[config.mk]
export PLATFORM = sky130hd
export DESIGN_NAME = channel_sampler
export DESIGN_NICKNAME = d
export VERILOG_FILES = /design/src/rtl/channel_sampler_pkg.sv /design/src/rtl/ch_sync.sv /design/src/rtl/channel_sampler.sv
export SDC_FILE = /design/constraint.sdc
export NUM_CORES = 1
export LEC_CHECK = 0
export ABC_CLOCK_PERIOD_IN_PS = 800
export CORE_ASPECT_RATIO = 0.6
export CORE_UTILIZATION = 44
export DETAILED_ROUTE_END_ITERATION = 7
export HOLD_SLACK_MARGIN = 0.05
export PLACE_DENSITY = 0.72
export SYNTH_ARGS = -nofsm -noshare
export SYNTH_HDL_FRONTEND = slang
export SYNTH_HIERARCHICAL = 1
export SYNTH_SLANG_ARGS = --single-unit
[constraint.sdc]
create_clock -name clk -period 0.8 [get_ports clk]
set_input_delay 0.08 -clock clk [delete_from_list [all_inputs] [get_ports clk]]
set_output_delay 0.08 -clock clk [all_outputs]
set_load 0.01 [all_outputs]
[src/rtl/channel_sampler_pkg.sv]
// Shared defaults and helpers for the channel sampler.
// Default parameter values and the sample-counter width function.

package channel_sampler_pkg;

   localparam int unsigned DefNumCh        = 2;
   localparam int unsigned DefSmplsPerWord = 4;
   localparam int unsigned DefSyncStages   = 2;

   // Width of a counter that runs 0..smpls-1; never narrower than one bit.
   function automatic int unsigned cnt_width(input int unsigned smpls);
      return (smpls < 2) ? 1 : $clog2(smpls);
   endfunction

endpackage

[src/rtl/ch_sync.sv]
// Single-bit multi-flop synchronizer for one asynchronous channel input.
// Output is the last flop, STAGES cycles behind the input.

module ch_sync #(
   parameter int unsigned STAGES = 2
) (
   input  logic clk_i,
   input  logic rst_i,
   input  logic d_i,
   output logic q_o
);

   logic [STAGES-1:0] sync_q;

   always_ff @(posedge clk_i) begin
      if (rst_i) begin
         sync_q <= '0;
      end else begin
         sync_q <= {sync_q[STAGES-2:0], d_i};
      end
   end

   assign q_o = sync_q[STAGES-1];

endmodule

[src/rtl/channel_sampler.sv]
// Multi-channel sampler: synchronizes inputs, packs strobed samples into words,
// and hands them out over a valid/ready handshake with a sticky overflow flag.

module channel_sampler
   import channel_sampler_pkg::*;
#(
   parameter int unsigned NUM_CH         = DefNumCh,
   parameter int unsigned SMPLS_PER_WORD = DefSmplsPerWord,
   parameter int unsigned SYNC_STAGES    = DefSyncStages
) (
   input  logic                             clk,
   input  logic                             rst,
   input  logic [NUM_CH-1:0]                ch_in,
   input  logic                             en,
   input  logic                             smpl_en,
   output logic [NUM_CH*SMPLS_PER_WORD-1:0] smpl,
   output logic                             smpl_vld,
   input  logic                             smpl_rdy,
   output logic                             ovfl,
   input  logic                             clr_ovfl
);

   localparam int unsigned W    = NUM_CH * SMPLS_PER_WORD;
   localparam int unsigned CntW = cnt_width(SMPLS_PER_WORD);
   localparam logic [CntW-1:0] CntMax = CntW'(SMPLS_PER_WORD - 1);

   if (NUM_CH < 1 || NUM_CH > 16) begin : g_bad_num_ch
      $error("channel_sampler: NUM_CH must be 1..16");
   end
   if (SMPLS_PER_WORD < 2 || SMPLS_PER_WORD > 16) begin : g_bad_smpls
      $error("channel_sampler: SMPLS_PER_WORD must be 2..16");
   end
   if (SYNC_STAGES < 2 || SYNC_STAGES > 4) begin : g_bad_sync
      $error("channel_sampler: SYNC_STAGES must be 2..4");
   end

   logic [NUM_CH-1:0] synced;

   for (genvar c = 0; c < NUM_CH; c++) begin : g_sync
      ch_sync #(
         .STAGES(SYNC_STAGES)
      ) u_ch_sync (
         .clk_i(clk),
         .rst_i(rst),
         .d_i  (ch_in[c]),
         .q_o  (synced[c])
      );
   end

   logic [CntW-1:0] cnt_q, cnt_d;
   logic [W-1:0]    hist_q, hist_d;
   logic            done_q, done_d;
   logic [W-1:0]    smpl_q, smpl_d;
   logic            vld_q, vld_d;
   logic            ovfl_q, ovfl_d;
   logic            capture;
   logic            wrap;
   logic            ovfl_set;

   always_comb begin
      capture = smpl_en & en;
      wrap    = (cnt_q == CntMax);

      cnt_d = cnt_q;
      if (!en) begin
         cnt_d = '0;
      end else if (capture) begin
         cnt_d = wrap ? '0 : cnt_q + CntW'(1);
      end

      // Newest sample enters at the top so age index 0 ends up in the low bits.
      hist_d = capture ? {synced, hist_q[W-1:NUM_CH]} : hist_q;
      done_d = capture & wrap;

      smpl_d   = smpl_q;
      vld_d    = vld_q;
      ovfl_set = 1'b0;
      if (done_q) begin
         if (!vld_q || smpl_rdy) begin
            smpl_d = hist_q;
            vld_d  = 1'b1;
         end else begin
            ovfl_set = 1'b1;
         end
      end else if (vld_q && smpl_rdy) begin
         vld_d = 1'b0;
      end

      if (ovfl_set) begin
         ovfl_d = 1'b1;
      end else if (clr_ovfl) begin
         ovfl_d = 1'b0;
      end else begin
         ovfl_d = ovfl_q;
      end
   end

   always_ff @(posedge clk) begin
      if (rst) begin
         cnt_q  <= '0;
         hist_q <= '0;
         done_q <= 1'b0;
         smpl_q <= '0;
         vld_q  <= 1'b0;
         ovfl_q <= 1'b0;
      end else begin
         cnt_q  <= cnt_d;
         hist_q <= hist_d;
         done_q <= done_d;
         smpl_q <= smpl_d;
         vld_q  <= vld_d;
         ovfl_q <= ovfl_d;
      end
   end

   assign smpl     = smpl_q;
   assign smpl_vld = vld_q;
   assign ovfl     = ovfl_q;

endmodule
==> impl_metrics.csv, run 1 <==
group,metric,value,unit
routing,initialDrtViolationCount,21,
outcome,result_of_the_run,"complete, but fails checks",
logic_synthesis,syn-mean-instance-area,9.78,um^2
routing,routed-via-count,757,
power_and_ir_drop,comb_pwr_share,7.2,%
placement,gp_congestion,0.685,
logic_synthesis,synthMostInstantiatedCell,"dfxtp_1",
logic_synthesis,synth.top_cells.by_count,"dfxtp_1 (25), nand2b_1 (17), a21oi_1 (10), mux2i_1 (9)",
logic_synthesis,synth_edf_count,0,
clock_tree,clock_sink_count,25,
floorplan,fp-row-count,12,
clock_tree,clkLatencyLatePin,0.27,ns
critical_path,worstSetupStartpointType,"flip-flop",
floorplan,die_h,38.5,um
logic_synthesis,post_synth_num_cell_types,17,
critical_path,timing.critical_path.arrival,1.15,ns
critical_path,worst_setup_path_end_kind,"flip-flop",
global_routing,globalRoute.totalOverflow,0,
logic_synthesis,synth_ff_type,"dfxtp_1",
critical_path,cp-startpoint,"smpl_vld$_SDFFE_PP0P_",
run,max_cap_viol_count,0,
worst_hold_path,min_path_type,"input port to flip-flop",
sta,fin_crit_sh,123,%
routing,routed_wire_length_per_instance,11.3,um
critical_path,timing.setup.critical_path_class,"flip-flop to flip-flop",
routing,detail_route.wirelength,1790,um
sta,worst_slew_margin_rel,84.6,%
clock_tree,clkSlewWorstSetupHoldPaths,0.08,ns
logic_synthesis,synth_async_sr_flop_share,0,%
sta,final_setup_viols,14,
sta,worst_slew_pin_slew,0.231,ns
power_and_ir_drop,sw_frac_of_total,21.4,%
placement,port_buffers,17,
logic_synthesis,synth-warning-count,6,
floorplan,dieWidth,62.9,um
power_and_ir_drop,switching_power,0.000462,W
power_and_ir_drop,irDropWorstVdd,1.40,mV
global_routing,global_route_wire_length_before_repair,2840,um
floorplan,core,0.00197,mm^2
critical_path,worstPathRequired,0.97,ns
global_routing,maximum_number_of_pins_on_one_net_before_global_route_repair,29,
sta,final_critical_path_setup_slack,-0.183,ns
logic_synthesis,yosys-top-cells-area,"dfxtp_1 (51%), nand2b_1 (11%), mux2i_1 (9.2%), a21oi_1 (5.1%), nand3_1 (4.1%)",
global_routing,grt_use_total,16.3,%
routing,postRouteAntennaNets,0,
floorplan,initial_core_util,49.7,%
logic_synthesis,synthDominantAreaCellType,"dfxtp_1",
floorplan,io_pins,18,
sta,rsz_0062_raised_after_global_routing,"true",
sta,hold_violations,0,
logic_synthesis,netlist_instances,100,
routing,drt_drc_violations_left,0,
global_routing,grt_pass1_vias,670,
logic_synthesis,syn_nets,109,
power_and_ir_drop,share_clk_of_total_power,34.4,%
sta,finalClockSkew,0.00186,ns
routing,drt_pre_antenna_iters,4,
logic_synthesis,yosys_register_bits,25,
final_layout,final_core_utilization,70.6,%
global_routing,antenna_found_initial,0,
final_layout,layout-drive-gt1-share,35.9,%
power_and_ir_drop,sequential_power_share,58.4,%
final_layout,fin_nets,141,
sta,aggregate_negative_setup_slack,-1.97,ns
critical_path,worst_r2r_startpoint,"smpl_vld$_SDFFE_PP0P_",
clock_tree,cts_tree,"yes",
critical_path,worst_path_max_fanout,2,
clock_tree,cts_bufs_inserted,3,
power_and_ir_drop,ratio_of_total_power_to_cell_area,1560,mW/mm^2
clock_tree,cts-root-buf,"clkbuf_8",
final_layout,flow.area_growth_from_synthesis,41.9,%
clock_tree,cts_max_level,1,
final_layout,n_antenna_cell,0,
outcome,violated_checks,"setup timing",
clock_tree,cts_buffer_depth,2,
placement,detailed_place_hpwl,1180,um
floorplan,fp.dieArea,0.00242,mm^2
logic_synthesis,synth.yosys.seq_area_share,51.2,%
power_and_ir_drop,internal-power,0.00170,W
sta,slew_viol_final,0,
sta,achievable-frequency,1020,MHz
sta,period_needed,0.983,ns
routing,vias_per_cell,4.76,
logic_synthesis,synth.top_cell.area_share,51.2,%
logic_synthesis,syn_std_cell_area,978,um^2
power_and_ir_drop,p_leak,0.525,nW
worst_hold_path,worst_hold_startpoint,"en",
## path summary, 6_finish.rpt
check                                                                 to  slack, ns  cells after the start
worst max-delay path                                   ovfl$_SDFFE_PP0P_      -0.18                      5
worst min-delay path                               cnt_q[1]$_SDFFE_PP0P_       0.26                      4
worst max register to register                         ovfl$_SDFFE_PP0P_      -0.18                      5
worst min register to register  g_sync[1].u_ch_sync/sync_q[1]$_SDFF_PP0_       0.45                      1
## cell usage in the layout (no fill, tap or decap)
master | netlist | layout
nor2b_4 | 1 | 2
clkbuf_8 | 0 | 3
mux2i_1 | 9 | 9
inv_1 | 1 | 1
buf_12 | 0 | 2
clkdlybuf4s50_1 | 0 | 5
nand2_1 | 8 | 8
nand2b_1 | 17 | 17
ha_4 | 0 | 1
buf_6 | 3 | 11
clkdlybuf4s15_2 | 0 | 1
nand3_1 | 8 | 8
dlygate4sd2_1 | 0 | 1
nor2b_1 | 5 | 5
dlymetal6s2s_1 | 0 | 1
dfxtp_2 | 0 | 11
a21oi_2 | 0 | 1
dfxtp_1 | 25 | 14
a21oi_1 | 10 | 9
nor2_1 | 5 | 5
clkbuf_1 | 0 | 1
buf_4 | 1 | 12
nor3b_2 | 0 | 2
nand2_2 | 1 | 1
## power by group through the flow
stage | Clock, W | Combinational, W | Sequential (W)
floorplan | 0 | 0.0000800 | 0.00129
global placement | 0 | 0.000149 | 0.00129
detailed placement | 0 | 0.000152 | 0.00130
CTS | 0.000753 | 0.000152 | 0.00127
global route | 0.000804 | 0.000169 | 0.00127
finish | 0.000745 | 0.000156 | 0.00127
## metal layers
layer  part of all wire [%]  vias to the layer above  track usage (%)
met5                      0                        -                0
met4                    1.8                        0             7.56
met3                    5.9                        4             5.36
met2                     46                       23             24.5
met1                     46                      342             21.3
li1                       -                      388                -
## area by class of cell
class | count | area [um^2]
fill | 152 | 578
sequential | 25 | 514
multi-input combinational | 68 | 454
timing repair buffer | 33 | 337
clock buffer | 4 | 45.0
tap | 28 | 35.0
inverter | 1 | 3.75
## metrics by stage
stage | hold WS (ns) | area (um^2) | setup slack [ns] | power, W | instances
floorplan | 0.152 | 1000 | -0.123 | 0.00137 | 100
global placement | 0.424 | 1280 | -0.354 | 0.00144 | 152
detailed placement | 0.426 | 1280 | -0.397 | 0.00145 | 152
CTS | 0.360 | 1360 | -0.191 | 0.00217 | 158
global route | 0.291 | 1390 | -0.240 | 0.00224 | 159
finish | 0.256 | 1390 | -0.183 | 0.00217 | 159
## state kept, by name, summed over array words and instances, names as in the netlist
| name | cells |
|---|---|
| g_sync.u_ch_sync/sync_q | 4 |
| smpl_vld | 1 |
| hist_q | 8 |
| smpl | 8 |
| cnt_q | 2 |
| ovfl | 1 |
| done_q | 1 |
## critical path, stage by stage, from the launching register on
cell and delay (ns):
dfxtp_2 0.33, nor2b_4 0.13, buf_4 0.13, buf_6 0.11
a21oi_2 0.12, nor2_1 0.05
## timing repair
item,4_1_cts,5_1_grt
hold buffers,0,0
resized for setup,55,8
endpoints found under the setup margin,30,30
buffers inserted,2,1
pin swaps,3,3
## cell families after synthesis
family | count (synthesis) | synth area share [%]
adders and majority gates | 1 | 1.28
buffers and inverters | 7 | 5.63
AOI/OAI and AO/OA | 10 | 5.12
DFF | 25 | 51.2
muxes | 9 | 9.21
and+or+nand+nor | 48 | 27.6
Power figures use the tool's default switching activity.
==> run 2: changes to the inputs <==
--- a/config.mk
+++ b/config.mk
@@ -11,6 +11,7 @@
 export DETAILED_ROUTE_END_ITERATION = 7
 export HOLD_SLACK_MARGIN = 0.05
 export PLACE_DENSITY = 0.72
+export SKIP_LAST_GASP = 1
 export SYNTH_ARGS = -nofsm -noshare
 export SYNTH_HDL_FRONTEND = slang
 export SYNTH_HIERARCHICAL = 1
==> run 2 against run 1 <==
The flow still finishes with violations (setup timing). Register-to-register slack about the same. Via count unchanged. Core utilization decreased by 0.32 points. Routed wire length grew 0.11%. Flip-flop and latch count unchanged. Die area stayed put. Clock skew stayed put. Sequential share of layout area increased by 0.17 points. Final area fell by 0.45%. Worst setup slack is the same.
==> impl_metrics.csv, run 2 (synthesis results as in run 1) <==
group,metric,value,unit
clock_tree,clock_sink_count,25,
clock_tree,cts_buffer_depth,2,
placement,pre_cts_slack,-0.397,ns
routing,drt_pre_antenna_iters,4,
critical_path,critical_path_buf_inv_count,2,
floorplan,dieWidth,62.9,um
critical_path,setup.reg_to_reg.worst_slack,-0.18,ns
floorplan,fp.dieArea,0.00242,mm^2
sta,worst_slew_pin_slew,0.231,ns
sta,final_critical_path_setup_slack,-0.183,ns
sta,rsz_0062_raised_after_global_routing,"true",
floorplan,core,0.00197,mm^2
final_layout,final-instance-count-excl-fill,159,
routing,drt_drc_violations_left,0,
final_layout,flow.area_growth_from_synthesis,41.3,%
critical_path,worst_setup_path_end_kind,"flip-flop",
power_and_ir_drop,p_leak,0.526,nW
critical_path,worst_path_max_fanout,2,
clock_tree,cts_tree,"yes",
critical_path,cp.depth,5,
routing,detail_route.wirelength,1800,um
critical_path,timing.critical_path.arrival,1.15,ns
floorplan,io_pins,18,
routing,postRouteAntennaNets,0,
clock_tree,clkSlewWorstSetupHoldPaths,0.08,ns
final_layout,n_antenna_cell,0,
outcome,violated_checks,"setup timing",
placement,detailed_place_hpwl,1180,um
power_and_ir_drop,irDropWorstVdd,1.40,mV
routing,vias_per_cell,4.76,
clock_tree,cts_bufs_inserted,3,
critical_path,worst_r2r_startpoint,"smpl_vld$_SDFFE_PP0P_",
run,max_cap_viol_count,0,
final_layout,layout.cells.most_common,"nand2b_1",
floorplan,initial_core_util,49.7,%
routing,initialDrtViolationCount,21,
clock_tree,post_cts_hold_buffer_count,0,
global_routing,maximum_number_of_pins_on_one_net_before_global_route_repair,29,
critical_path,worst_path_dominant_cell_family,"flip-flops",
final_layout,fin_nets,141,
sta,achievable-frequency,1020,MHz
final_layout,layout.cells.most_common_list,"nand2b_1 (17), dfxtp_1 (14), buf_4 (12)",
critical_path,reg2regPathDepth,5,
sta,final_setup_viols,14,
sta,finalClockSkew,0.00186,ns
critical_path,worstSetupStartpointType,"flip-flop",
clock_tree,clkLatencyLatePin,0.27,ns
routing,routed_wire_length_per_instance,11.3,um
clock_tree,cts_max_level,1,
critical_path,worstPathCellList,"nor2b_4 -> buf_4 -> buf_6 -> a21oi_2 -> nor2_1",
global_routing,antenna_found_initial,0,
global_routing,globalRoute.totalOverflow,0,
placement,port_buffers,17,
floorplan,fp-row-count,12,
sta,fin_crit_sh,123,%
critical_path,timing.setup.critical_path_class,"flip-flop to flip-flop",
critical_path,cp-endpoint,"ovfl$_SDFFE_PP0P_",
critical_path,cpMaxStageDelayCell,"dfxtp_2",
final_layout,final_core_utilization,70.3,%
critical_path,worstPathRequired,0.97,ns
sta,hold_violations,0,
final_layout,layout-drive-gt1-share,35.9,%
placement,dpl.cell_count,152,
power_and_ir_drop,ratio_of_total_power_to_cell_area,1570,mW/mm^2
global_routing,grt_use_total,16.3,%
sta,slew_viol_final,0,
global_routing,grt_pass1_vias,670,
sta,period_needed,0.983,ns
outcome,result_of_the_run,"complete, but fails checks",
clock_tree,cts-root-buf,"clkbuf_8",
floorplan,die_h,38.5,um
worst_hold_path,min_path_type,"input port to flip-flop",
global_routing,global_route_wire_length_before_repair,2840,um
sta,worst_slew_margin_rel,84.6,%
routing,routed-via-count,757,
placement,gp_congestion,0.685,
critical_path,crit_path_max_incr_delay,0.33,ns
critical_path,worstReg2RegEnd,"ovfl$_SDFFE_PP0P_",
critical_path,cp-startpoint,"smpl_vld$_SDFFE_PP0P_",
-- run 2: cell count changes in the layout (fill, tap and decap cells not counted), sizes merged --
cell           before  now
clkdlybuf4s15       1    0
clkbuf              4    5
-- run 2: worst min-delay path, cell delays in order --
cell and delay, ns:
dlymetal6s2s_1 0.16, buf_4 0.14, nand2b_1 0.08, nor2_1 0.04
-- run 2: final cells by class --
class / count / area (um^2)
inverter: 1 / 3.75
fill: 153 / 584
tap: 28 / 35.0
sequential: 25 / 514
multi-input combinational: 68 / 454
timing repair buffer: 33 / 330
clock buffer: 4 / 45.0
-- run 2: report_power, final --
part | internal [W] | leakage [nW] | switching (W) | total [W]
combinational | 0.0000886 | 0.295 | 0.0000670 | 0.000156
clock | 0.000356 | 0.0228 | 0.000389 | 0.000745
sequential | 0.00126 | 0.208 | 0.00000692 | 0.00127
-- run 2: metrics by stage --
| step | area, um^2 | hold WS [ns] | power (W) | setup TNS [ns] |
|---|---|---|---|---|
| after global placement | 1280 | 0.424 | 0.00144 | -8.39 |
| final | 1380 | 0.256 | 0.00217 | -1.88 |
| after detailed placement | 1280 | 0.426 | 0.00145 | -8.86 |
| after floorplan | 1000 | 0.152 | 0.00137 | -0.992 |
| after CTS | 1360 | 0.360 | 0.00217 | -2.15 |
| after global routing | 1380 | 0.291 | 0.00224 | -2.64 |
-- run 2: worst min-delay path by stage --
stage	start	to	slack (ns)	cells after the start
floorplan	rst	g_sync[0].u_ch_sync/sync_q[0]$_SDFF_PP0_	0.15	1
global placement	g_sync[0].u_ch_sync/sync_q[0]$_SDFF_PP0_	g_sync[0].u_ch_sync/sync_q[1]$_SDFF_PP0_	0.42	1
detailed placement	g_sync[0].u_ch_sync/sync_q[0]$_SDFF_PP0_	g_sync[0].u_ch_sync/sync_q[1]$_SDFF_PP0_	0.43	1
CTS	ch_in[1]	g_sync[1].u_ch_sync/sync_q[0]$_SDFF_PP0_	0.36	2
global route	en	done_q$_SDFF_PP0_	0.29	3
finish	en	cnt_q[1]$_SDFFE_PP0P_	0.26	4
-- run 2: routing by layer --
layer	part of all wire (%)	vias up	track usage (%)
met4	1.8	0	7.56
met2	46	23	24.5
met3	6.0	4	5.36
met5	0	-	0
met1	46	342	21.3
li1	-	388	-
-- run 2: repair_timing --
action,4_1_cts,5_1_grt
gates resized for setup,53,10
endpoints found under the setup margin,30,30
pin swaps,3,3
setup buffers,2,1
